File: src/rtl/multi_button_vote_ctrl.sv
`default_nettype none
// ============================================================================
// Module   : multi_button_vote_ctrl
// Brief    : N-channel push-button vote debouncer with ambiguity rejection.
// Revision : 1.0 - initial release
// ============================================================================
module multi_button_vote_ctrl #(
    parameter int NUM_BUTTONS     = 4,
    parameter int DEBOUNCE_CYCLES = 1000000,
    parameter int CNT_W           = 20,
    parameter int IDX_W           = 2
) (
    input  logic                   clock,
    input  logic                   reset,
    input  logic                   enable,
    input  logic [NUM_BUTTONS-1:0] button,
    output logic                   valid_vote,
    output logic [IDX_W-1:0]       vote_index,
    output logic                   multi_press,
    output logic                   busy
);

    localparam logic [CNT_W-1:0] c_deb_max  = CNT_W'(DEBOUNCE_CYCLES);
    localparam logic [CNT_W-1:0] c_deb_last = CNT_W'(DEBOUNCE_CYCLES - 1);
    localparam logic [IDX_W:0]   c_one      = (IDX_W+1)'(1);

    typedef enum logic [0:0] {
        IDLE = 1'b0,
        HELD = 1'b1
    } state_t;

    state_t                 r_state;
    state_t                 w_state_nxt;
    logic [NUM_BUTTONS-1:0] r_sync1;
    logic [NUM_BUTTONS-1:0] r_sync2;
    logic [CNT_W-1:0]       r_press_cnt [NUM_BUTTONS];
    logic [CNT_W-1:0]       r_rel_cnt;
    logic [NUM_BUTTONS-1:0] w_qual;
    logic [IDX_W:0]         w_qual_num;
    logic [IDX_W:0]         w_high_num;
    logic [IDX_W-1:0]       w_qual_idx;
    logic                   w_rel_done;
    logic                   w_vote;
    logic                   w_multi;

    always_ff @(posedge clock or negedge reset) begin
        if (!reset) begin
            r_sync1 <= '0;
            r_sync2 <= '0;
        end else begin
            r_sync1 <= button;
            r_sync2 <= r_sync1;
        end
    end

    // Counter saturates so a long hold never produces a second qualification
    always_ff @(posedge clock or negedge reset) begin
        if (!reset) begin
            for (int i = 0; i < NUM_BUTTONS; i++) begin
                r_press_cnt[i] <= '0;
            end
        end else begin
            for (int i = 0; i < NUM_BUTTONS; i++) begin
                if (!r_sync2[i]) begin
                    r_press_cnt[i] <= '0;
                end else if (r_press_cnt[i] != c_deb_max) begin
                    r_press_cnt[i] <= r_press_cnt[i] + CNT_W'(1);
                end
            end
        end
    end

    always_comb begin
        w_qual     = '0;
        w_qual_num = '0;
        w_high_num = '0;
        w_qual_idx = '0;
        for (int i = 0; i < NUM_BUTTONS; i++) begin
            w_qual[i]  = r_sync2[i] && (r_press_cnt[i] == c_deb_last);
            w_qual_num = w_qual_num + (IDX_W+1)'(w_qual[i]);
            w_high_num = w_high_num + (IDX_W+1)'(r_sync2[i]);
            if (w_qual[i]) begin
                w_qual_idx = IDX_W'(i);
            end
        end
    end

    assign w_rel_done = (r_state == HELD) && (r_sync2 == '0) && (r_rel_cnt == c_deb_last);

    always_ff @(posedge clock or negedge reset) begin
        if (!reset) begin
            r_rel_cnt <= '0;
        end else if ((r_state != HELD) || (r_sync2 != '0) || w_rel_done) begin
            r_rel_cnt <= '0;
        end else begin
            r_rel_cnt <= r_rel_cnt + CNT_W'(1);
        end
    end

    always_ff @(posedge clock or negedge reset) begin
        if (!reset) begin
            r_state <= IDLE;
        end else begin
            r_state <= w_state_nxt;
        end
    end

    // A lone qualifier votes; any other held channel makes the press ambiguous
    always_comb begin
        w_state_nxt = r_state;
        w_vote      = 1'b0;
        w_multi     = 1'b0;
        case (r_state)
            IDLE: begin
                if (enable && (w_qual != '0)) begin
                    w_state_nxt = HELD;
                    if ((w_qual_num == c_one) && (w_high_num == c_one)) begin
                        w_vote = 1'b1;
                    end else begin
                        w_multi = 1'b1;
                    end
                end
            end
            HELD: begin
                if (w_rel_done) begin
                    w_state_nxt = IDLE;
                end
            end
        endcase
    end

    always_ff @(posedge clock or negedge reset) begin
        if (!reset) begin
            valid_vote  <= 1'b0;
            multi_press <= 1'b0;
            vote_index  <= '0;
        end else begin
            valid_vote  <= w_vote;
            multi_press <= w_multi;
            if (w_vote) begin
                vote_index <= w_qual_idx;
            end
        end
    end

    assign busy = (r_state == HELD);

endmodule
`default_nettype wire

File: config.mk
export PLATFORM = sky130hd
export DESIGN_NAME = multi_button_vote_ctrl
export DESIGN_NICKNAME = d
export VERILOG_FILES = /design/src/rtl/multi_button_vote_ctrl.sv
export SDC_FILE = /design/constraint.sdc
export NUM_CORES = 1
export LEC_CHECK = 0
export CORE_ASPECT_RATIO = 0.6
export CORE_UTILIZATION = 54
export CTS_CLUSTER_DIAMETER = 80
export DETAILED_ROUTE_END_ITERATION = 10
export PLACE_DENSITY = 0.78
export SLEW_MARGIN = 20
export SYNTH_ARGS = -nofsm -noshare
export SYNTH_HDL_FRONTEND = slang
export SYNTH_SLANG_ARGS = --single-unit
File: constraint.sdc
create_clock -name clock -period 4.6 [get_ports clock]
set_input_delay 0.92 -clock clock [delete_from_list [all_inputs] [get_ports clock]]
set_output_delay 0.92 -clock clock [all_outputs]
set_load 0.01 [all_outputs]
== Yosys cells after proc, flatten, opt, wreduce, memory -nomap -nowiden ==
Cells that the tools add are included.

* Add/subtract/negate cells: 11
* Equal/unequal tests: 15
* Multiplexer cells: 21
* Bitwise logic cells: 1
* Reduce and logical (&&, ||, !) cells: 13

{| class="wikitable"
|+ Operator list
! cell !! number
|-
| $mux W20 || 9
|-
| $add A20 B1 Y20 const B || 5
|-
| $eq A20 B20 Y1 const B || 5
|-
| $ne A20 B20 Y1 const B || 4
|-
| $mux W1 || 9
|-
| $logic_and A1 B1 Y1 || 8
|-
| $ne A2 B1 Y1 const B || 4
|-
| $reduce_bool A4 Y1 || 2
|-
| $add A2 B1 Y3 || 2
|-
| $add A3 B1 Y3 || 2
|-
| $eq A3 B1 Y1 const B || 2
|-
| $add A1 B1 Y2 || 2
|-
| $logic_not A4 Y1 || 1
|-
| $mux W2 || 2
|-
| $logic_or A1 B1 Y1 || 2
|-
| $pmux W1 S2 || 1
|-
| $not A1 Y1 || 1
|}

* Register bits after elaboration: 113
* Bits of input ports: 7
* Word-level logic and storage cells: 72

== Depth between registers and ports, before layout ==
Gate-level depths: netlist (run 1).

* Depth after elaboration: 10
* Depth in mapped cells: 12
* Mapped depth without buffers: 12

== Least setup slack after synthesis (run 1) ==
Ideal clock, no wire load.

* Path type: register to register
* From: register r_press_cnt[72] (netlist name)
* To: register vote_index[0]
* Setup time: 0.148 ns
* Data arrival time: 3.956 ns
* Required time: 4.452 ns
* Setup slack: 0.495 ns
* Stages on the path, launching flop included: 12
* Buffers on the path: 0
* Clock period less this slack: 4.105 ns
* Path through: dfrtp_1 -> or4_1 -> or4_1 -> or3_1 -> inv_1 -> fa_1 -> ha_1 -> ha_1 -> or4bb_1 -> or2_2 -> o311ai_0 -> o221ai_1

* Cells in the longest elaborated chain, start to end: 10
* Elaborated cells on any way between the ends: 12

{| class="wikitable"
|+ RTL lines
! item !! RTL line !! text
|-
| start: declaration || 36 || <nowiki>logic [CNT_W-1:0] r_press_cnt [NUM_BUTTONS];</nowiki>
|-
| start signal: indexed assignment || 67 || <nowiki>r_press_cnt[i] <= r_press_cnt[i] + CNT_W'(1);</nowiki>
|-
| $eq A20 B20 Y1 * || 79 || <nowiki>w_qual[i] = r_sync2[i] && (r_press_cnt[i] == c_deb_last);</nowiki>
|-
| $logic_and A1 B1 Y1 * || 79 ||
|-
| $add A1 B1 Y2 || 80 || <nowiki>w_qual_num = w_qual_num + (IDX_W+1)'(w_qual[i]);</nowiki>
|-
| $add A2 B1 Y3 || 80 ||
|-
| $add A3 B1 Y3 || 80 ||
|-
| $eq A3 B1 Y1 || 117 || <nowiki>if ((w_qual_num == c_one) && (w_high_num == c_one)) begin</nowiki>
|-
| $logic_and A1 B1 Y1 || 117 ||
|-
| $mux W1 || 117 ||
|-
| $mux W1 * || 115 || <nowiki>if (enable && (w_qual != '0)) begin</nowiki>
|-
| $mux W1 * || 113 || <nowiki>case (r_state)</nowiki>
|-
| end signal: assignment || 141 || <nowiki>vote_index <= w_qual_idx;</nowiki>
|-
| end: declaration || 18 || <nowiki>output logic [IDX_W-1:0] vote_index,</nowiki>
|}

Every way passes the cells marked *; elsewhere a longest branch is shown, timed or not.
A chain may end at the register's enable or synchronous reset.

== Worst setup path in the final report (run 1) ==
Ends and elaborated chain as after synthesis.

==> out/results.tsv, run 1 <==
metric	value	unit
clk_skew	0.00552	ns
HP Start	r_sync1[3]	
Max rail drop VDD	0.000258	V
Slew HR	53.7	%
Residual DRC	0	
Chip Width	137	um
Leak Pwr	0.00269	uW
Max FO, Critical Path	6	
simple-gate share of the synthesized area	27.8	%
clock buffer depth	2	
Compound-Gate Fraction of Synth Area	9.72	%
initial antenna violation count	0	
r2r startpoint	r_press_cnt[72]	
vias in the first global route	4623	
kind of critical path	reg2reg	
IO Port Bufs	11	
Mapped Area	5940	sq um
final wirelength	12.9	mm
met2 WL	5.79	mm
status	completed	
total power per unit cell area	342	nW/um^2
clock power share	52.1	%
drt wl/cell	16.2	um
RSZ-0062 raised after global routing	false	
largest family of logic cells by synthesized area	simple AND/OR/NAND/NOR gates	
setup tns final	0	ns
Via-to-Cell Ratio	6.16	
max-cap violations	0	
CTS tree	yes	
Synth Instances	622	
r2r worst-path depth	11	
Syn Nets	646	
All-Layer GR Usage	25.0	%
starting density of the core	55.8	%
Sw Pwr	495	uW
arrival time at the worst endpoint	4.59	ns
commonest cells in the synthesized netlist	113 x dfrtp_1, 58 x nor2_1, 44 x a21oi_1, 43 x nand3_1, 40 x nand2_1	
Design Area, Final	6760	sq um
Setup Fix Bufs, Post-CTS	0	
fmax	231	MHz
Min-Delay Path Class	reg2reg	
RR Endpoint	vote_index[0]	
clk sinks	113	
via count	4905	
prevailing post-synth register cell	dfrtp_1	
Crit. End Element	flip-flop	
post-synthesis mux area share	1.01	%
Crit path required time	4.86	ns
R2R Setup Slk	0.27	ns
core area	10600	sq um
min Tclk post-route	4.33	ns
drt pass-1 iters	6	
post-synthesis sequential area ratio	47.6	%
hold endpoint	r_sync2[3]	
global route total overflow	0	
highest metal used	met4	
Area contributors post-synth	dfrtp_1 48%, a21oi_1 3.7%, xor2_1 3.7%	
crit path from	r_press_cnt[72]	
Final Setup Violations	0	
full die area	11400	sq um
dominant cell type by area after synthesis	dfrtp_1	
Tcrit/Tclk final	94.1	%
Worst-Margin Slew	0.695	ns
NumNets Final	668	
Die Ht	83.2	um
max-slew violation count	0	
post-CTS resize count	0	
Comb pwr share	3.5	%
Post-synth EDFFs	0	
diode count	0	
Mean Syn Cell Area	9.54	sq um
initial DRC count	349	
Reg power frac	44.3	%
Startpoint Class	flip-flop	
Area after DPL	6210	sq um
area grow syn2layout	13.8	%
largest net degree at the start of global routing	55	
Num CTS Buffers	17	
Int Power	1820	uW
CTS Hold Bufs	0	
Yosys cell types	52	
number of H-tree levels	4	
post-layout util	63.6	%
Yosys top cell area share	47.6	%
first-pass GRT wire length	22.3	mm
FF+latch count, synth	113	
synth warn	0	
Clk Latency, worst-skew pair	0.41	ns
num rows	29	
hold path depth	0	
dominant cell by count in the synthesized netlist	dfrtp_1	
asr flop ratio synth	100	%
switching share of power	21.4	%
layout cells sized above 1	7.46	%
endpoints failing hold	0	
wire length on met1	6.32	mm
Detail Route Antenna Nets	0	
hpwl dp	8.68	mm
met3 wire length	660	um
Clk pin slew, worst setup/hold paths	0.05	ns
Post-Synth XOR/XNOR Area	7.08	%
adder and majority gate portion of the synthesized area	3.84	%
I/O pin total	12	
RD Place Congestion	0.838	
root buffer cell	clkbuf_16	
-- cell usage in the layout (no fill, tap or decap), types with 20 or more instances in the layout --
cell type | netlist | layout
nor2_1 | 58 | 58
nand4_1 | 22 | 22
nand2_1 | 40 | 40
dfrtp_1 | 113 | 113
a21oi_1 | 44 | 44
nand3_1 | 43 | 43
or4_1 | 20 | 20
o21ai_0 | 26 | 26
inv_1 | 30 | 30
xnor2_1 | 23 | 23
xor2_1 | 25 | 25
-- worst max path at each step --
stage / endpoint / cells past startpoint
3_5_place_dp: vote_index[0] / 11
3_3_place_gp: vote_index[0] / 11
4_1_cts: vote_index[0] / 11
2_1_floorplan: vote_index[0] / 11
6_report: vote_index[0] / 11
5_1_grt: vote_index[0] / 11
-- worst max-delay path, stage by stage, from the launching register on --
cell	delay [ns]
dfrtp_1	0.43
or4_1	0.56
or4_1	0.57
or3_1	0.37
inv_1	0.09
fa_1	0.40
ha_1	0.21
ha_1	0.26
or4bb_1	0.53
or2_2	0.35
o311ai_1	0.24
o221ai_1	0.17
-- stage by stage --
step / hold slack, ns / cells / total power (uW) / setup WS, ns
global route: 0.355 / 796 / 2400 / 0.0463
global placement: 0.335 / 764 / 1120 / 0.327
CTS: 0.348 / 796 / 2330 / 0.197
floorplan: 0.331 / 622 / 1080 / 0.495
detailed placement: 0.336 / 764 / 1120 / 0.213
finish: 0.347 / 796 / 2310 / 0.270
-- layout make-up --
| type | count | area (sq um) |
|---|---|---|
| repair buffers | 17 | 153 |
| clock inverters | 6 | 55.1 |
| flip-flops and latches | 113 | 2830 |
| clock buffers | 26 | 489 |
| fillers | 835 | 3870 |
| inverters | 31 | 116 |
| multi-input cells | 464 | 2940 |
| well taps | 139 | 174 |
-- cell families after synthesis --
group                      Yosys count
and+or+nand+nor                    295
AOI/OAI and AO/OA                   98
muxes                                6
adders and majority gates           17
buffers and inverters               45
xor gates and xnor gates            48
DFF                                113
-- registers in the layout, summed over array words and instances, names as in the netlist --
name and cells:
busy 1, multi_press 1, r_press_cnt 80, r_rel_cnt 20, r_sync1 4, r_sync2 4, valid_vote 1, vote_index 2
-- metal layers --
metal,vias to the layer above,global-route usage [%]
met3,16,5.49
met1,2412,37.5
met2,160,35.1
met4,0,9.19
met5,-,0
li1,2317,-
-- power by group through the flow --
stage | logic (uW) | registers, uW | clock network [uW]
floorplan | 41.2 | 1040 | 0
global placement | 79.3 | 1040 | 0
detailed placement | 82.5 | 1040 | 0
CTS | 83.4 | 1020 | 1220
global route | 95.5 | 1020 | 1280
finish | 81.8 | 1020 | 1200
No activity file was read; power rests on OpenSTA's default activity.
==> run 2: changes to the inputs <==
--- a/config.mk
+++ b/config.mk
@@ -9,7 +9,7 @@
 export CORE_UTILIZATION = 54
 export CTS_CLUSTER_DIAMETER = 80
 export DETAILED_ROUTE_END_ITERATION = 10
-export PLACE_DENSITY = 0.78
+export PLACE_DENSITY = 0.74
 export SLEW_MARGIN = 20
 export SYNTH_ARGS = -nofsm -noshare
 export SYNTH_HDL_FRONTEND = slang
==> out/results.tsv, run 2 (synthesized netlist as in run 1, its figures left out) <==
metric	value	unit	change
global route total overflow	0		unchanged
Sw Pwr	491	uW	was 495 uW
Reg power frac	42.8	%	was 44.3%
Max rail drop VDD	0.000270	V	was 0.000258 V
Startpoint Class	flip-flop		unchanged
post-CTS resize count	0		unchanged
total power	2390	uW	was 2310 uW
Crit path required time	4.85	ns	was 4.86 ns
RSZ-0062 raised after global routing	false		unchanged
Setup Fix Bufs, Post-CTS	0		unchanged
Min-Delay Path Class	reg2reg		unchanged
root buffer cell	clkbuf_16		unchanged
register name with the most flops	r_press_cnt		unchanged
layout cells sized above 1	7.63	%	was 7.46%
core area	10600	sq um	unchanged
post-layout util	63.9	%	was 63.6%
area grow syn2layout	14.5	%	was 13.8%
Max FO, Critical Path	6		unchanged
RD Place Congestion	0.839		was 0.838
All-Layer GR Usage	25.3	%	was 25.0%
I/O pin total	12		unchanged
hpwl dp	8.76	mm	was 8.68 mm
Clk Latency, worst-skew pair	0.40	ns	was 0.41 ns
clock buffer depth	2		unchanged
initial DRC count	320		was 349
Num CTS Buffers	17		unchanged
Comb pwr share	3.5	%	about the same
clk_skew	0.00820	ns	was 0.00552 ns
Worst-Margin Slew	0.754	ns	was 0.695 ns
final wirelength	13.1	mm	was 12.9 mm
Slew HR	49.7	%	was 53.7%
Leak Pwr	0.00271	uW	was 0.00269 uW
drt wl/cell	16.4	um	was 16.2 um
initial antenna violation count	0		unchanged
full die area	11400	sq um	unchanged
first-pass GRT wire length	22.4	mm	was 22.3 mm
pre-CTS setup slack	0.185	ns	was 0.213 ns
Die Ht	83.2	um	unchanged
max-cap violations	0		unchanged
multi-input logic area	2940	sq um	unchanged
drt pass-1 iters	5		was 6
Final Setup Violations	0		unchanged
num rows	29		unchanged
register area	2830	sq um	unchanged
max-slew violation count	0		unchanged
min Tclk post-route	4.47	ns	was 4.33 ns
Top Registers	r_press_cnt: 80 flops, r_rel_cnt: 20 flops		unchanged
most frequent cells in the layout	113 x dfrtp_1, 58 x nor2_1, 44 x a21oi_1		unchanged
Clk pin slew, worst setup/hold paths	0.05	ns	about the same
Tcrit/Tclk final	97.1	%	was 94.1%
Detail Route Antenna Nets	0		unchanged
Int Power	1900	uW	was 1820 uW
Worst Setup Slack, final	0.132	ns	was 0.270 ns
fillers	810		was 835
number of H-tree levels	4		unchanged
via count	4838		was 4905
fmax	224	MHz	was 231 MHz
Via-to-Cell Ratio	6.09		was 6.16
clk sinks	113		unchanged
CTS Hold Bufs	0		unchanged
NumNets Final	669		was 668
IO Port Bufs	11		unchanged
diode count	0		unchanged
CTS tree	yes		unchanged
switching share of power	20.5	%	was 21.4%
clock power share	53.7	%	was 52.1%
arrival time at the worst endpoint	4.72	ns	was 4.59 ns
Largest register FFs	80		unchanged
Chip Width	137	um	unchanged
status	completed		unchanged
vias in the first global route	4614		was 4623
Residual DRC	0		unchanged
setup tns final	0	ns	unchanged
kind of critical path	reg2reg		unchanged
Crit. End Element	flip-flop		unchanged
starting density of the core	55.8	%	unchanged
largest net degree at the start of global routing	59		was 55
commonest non-fill, non-tap cell in the layout	dfrtp_1		unchanged
total power per unit cell area	352	nW/um^2	was 342 nW/um^2
endpoints failing hold	0		unchanged
==> run 2: cell types whose count changed in the layout (fill, tap and decap cells not counted) <==
cell       change
bufinv_16      +2
clkinv_2       -1
o311ai_1       -1
buf_4          +1
o311ai_0       +1
clkbuf_1       -3
clkbuf_8       -1
==> run 2: worst paths after layout <==
check / start / end / slack (ns) / depth (start not counted)
worst min register to register: r_sync1[1] / r_sync2[1] / 0.36 / 0
worst max register to register: r_press_cnt[72] / vote_index[0] / 0.13 / 11
max in group asynchronous: reset / r_press_cnt[4] / 3.13 / 2
worst min-delay path: r_sync1[1] / r_sync2[1] / 0.36 / 0
worst max-delay path: r_press_cnt[72] / vote_index[0] / 0.13 / 11
min in group asynchronous: reset / r_rel_cnt[10] / 0.58 / 1
==> run 2: area by class of cell <==
cell class / count / share of cell area (%)
timing repair buffer: 18 / 2.36
multi-input combinational: 464 / 43.3
clock inverter: 7 / 1.62
sequential: 113 / 41.6
clock buffer: 22 / 6.83
inverter: 31 / 1.71
tap: 139 / 2.56
==> run 2: power groups by stage <==
stage	logic [uW]	clock network [uW]	registers (uW)
2_1_floorplan	41.2	0	1040
3_3_place_gp	80.0	0	1040
3_5_place_dp	83.4	0	1040
4_1_cts	84.6	1300	1020
5_1_grt	96.0	1360	1020
6_report	83.0	1290	1020
==> run 2: through the flow <==
step / hold WS [ns] / std cells / area, sq um
global route: 0.362 / 794 / 6790
finish: 0.356 / 794 / 6790
global placement: 0.332 / 765 / 6220
floorplan: 0.331 / 622 / 5940
detailed placement: 0.346 / 765 / 6220
CTS: 0.358 / 794 / 6790
==> run 2: layer usage <==
| metal | track usage, % | up-vias | part of all wire (%) |
|---|---|---|---|
| met5 | 0 | - | 0 |
| met4 | 8.89 | 0 | 1.2 |
| met3 | 5.56 | 22 | 5.2 |
| met2 | 37.0 | 140 | 45 |
| met1 | 36.9 | 2360 | 48 |
| li1 | - | 2316 | - |
==> run 2: critical path: stages, from the launching register on <==
cell,delay [ns]
dfrtp_1,0.44
or4_1,0.57
or4_1,0.58
or3_1,0.37
inv_1,0.10
fa_1,0.40
ha_1,0.21
ha_1,0.26
or4bb_1,0.54
or2_2,0.36
o311ai_0,0.31
o221ai_1,0.18
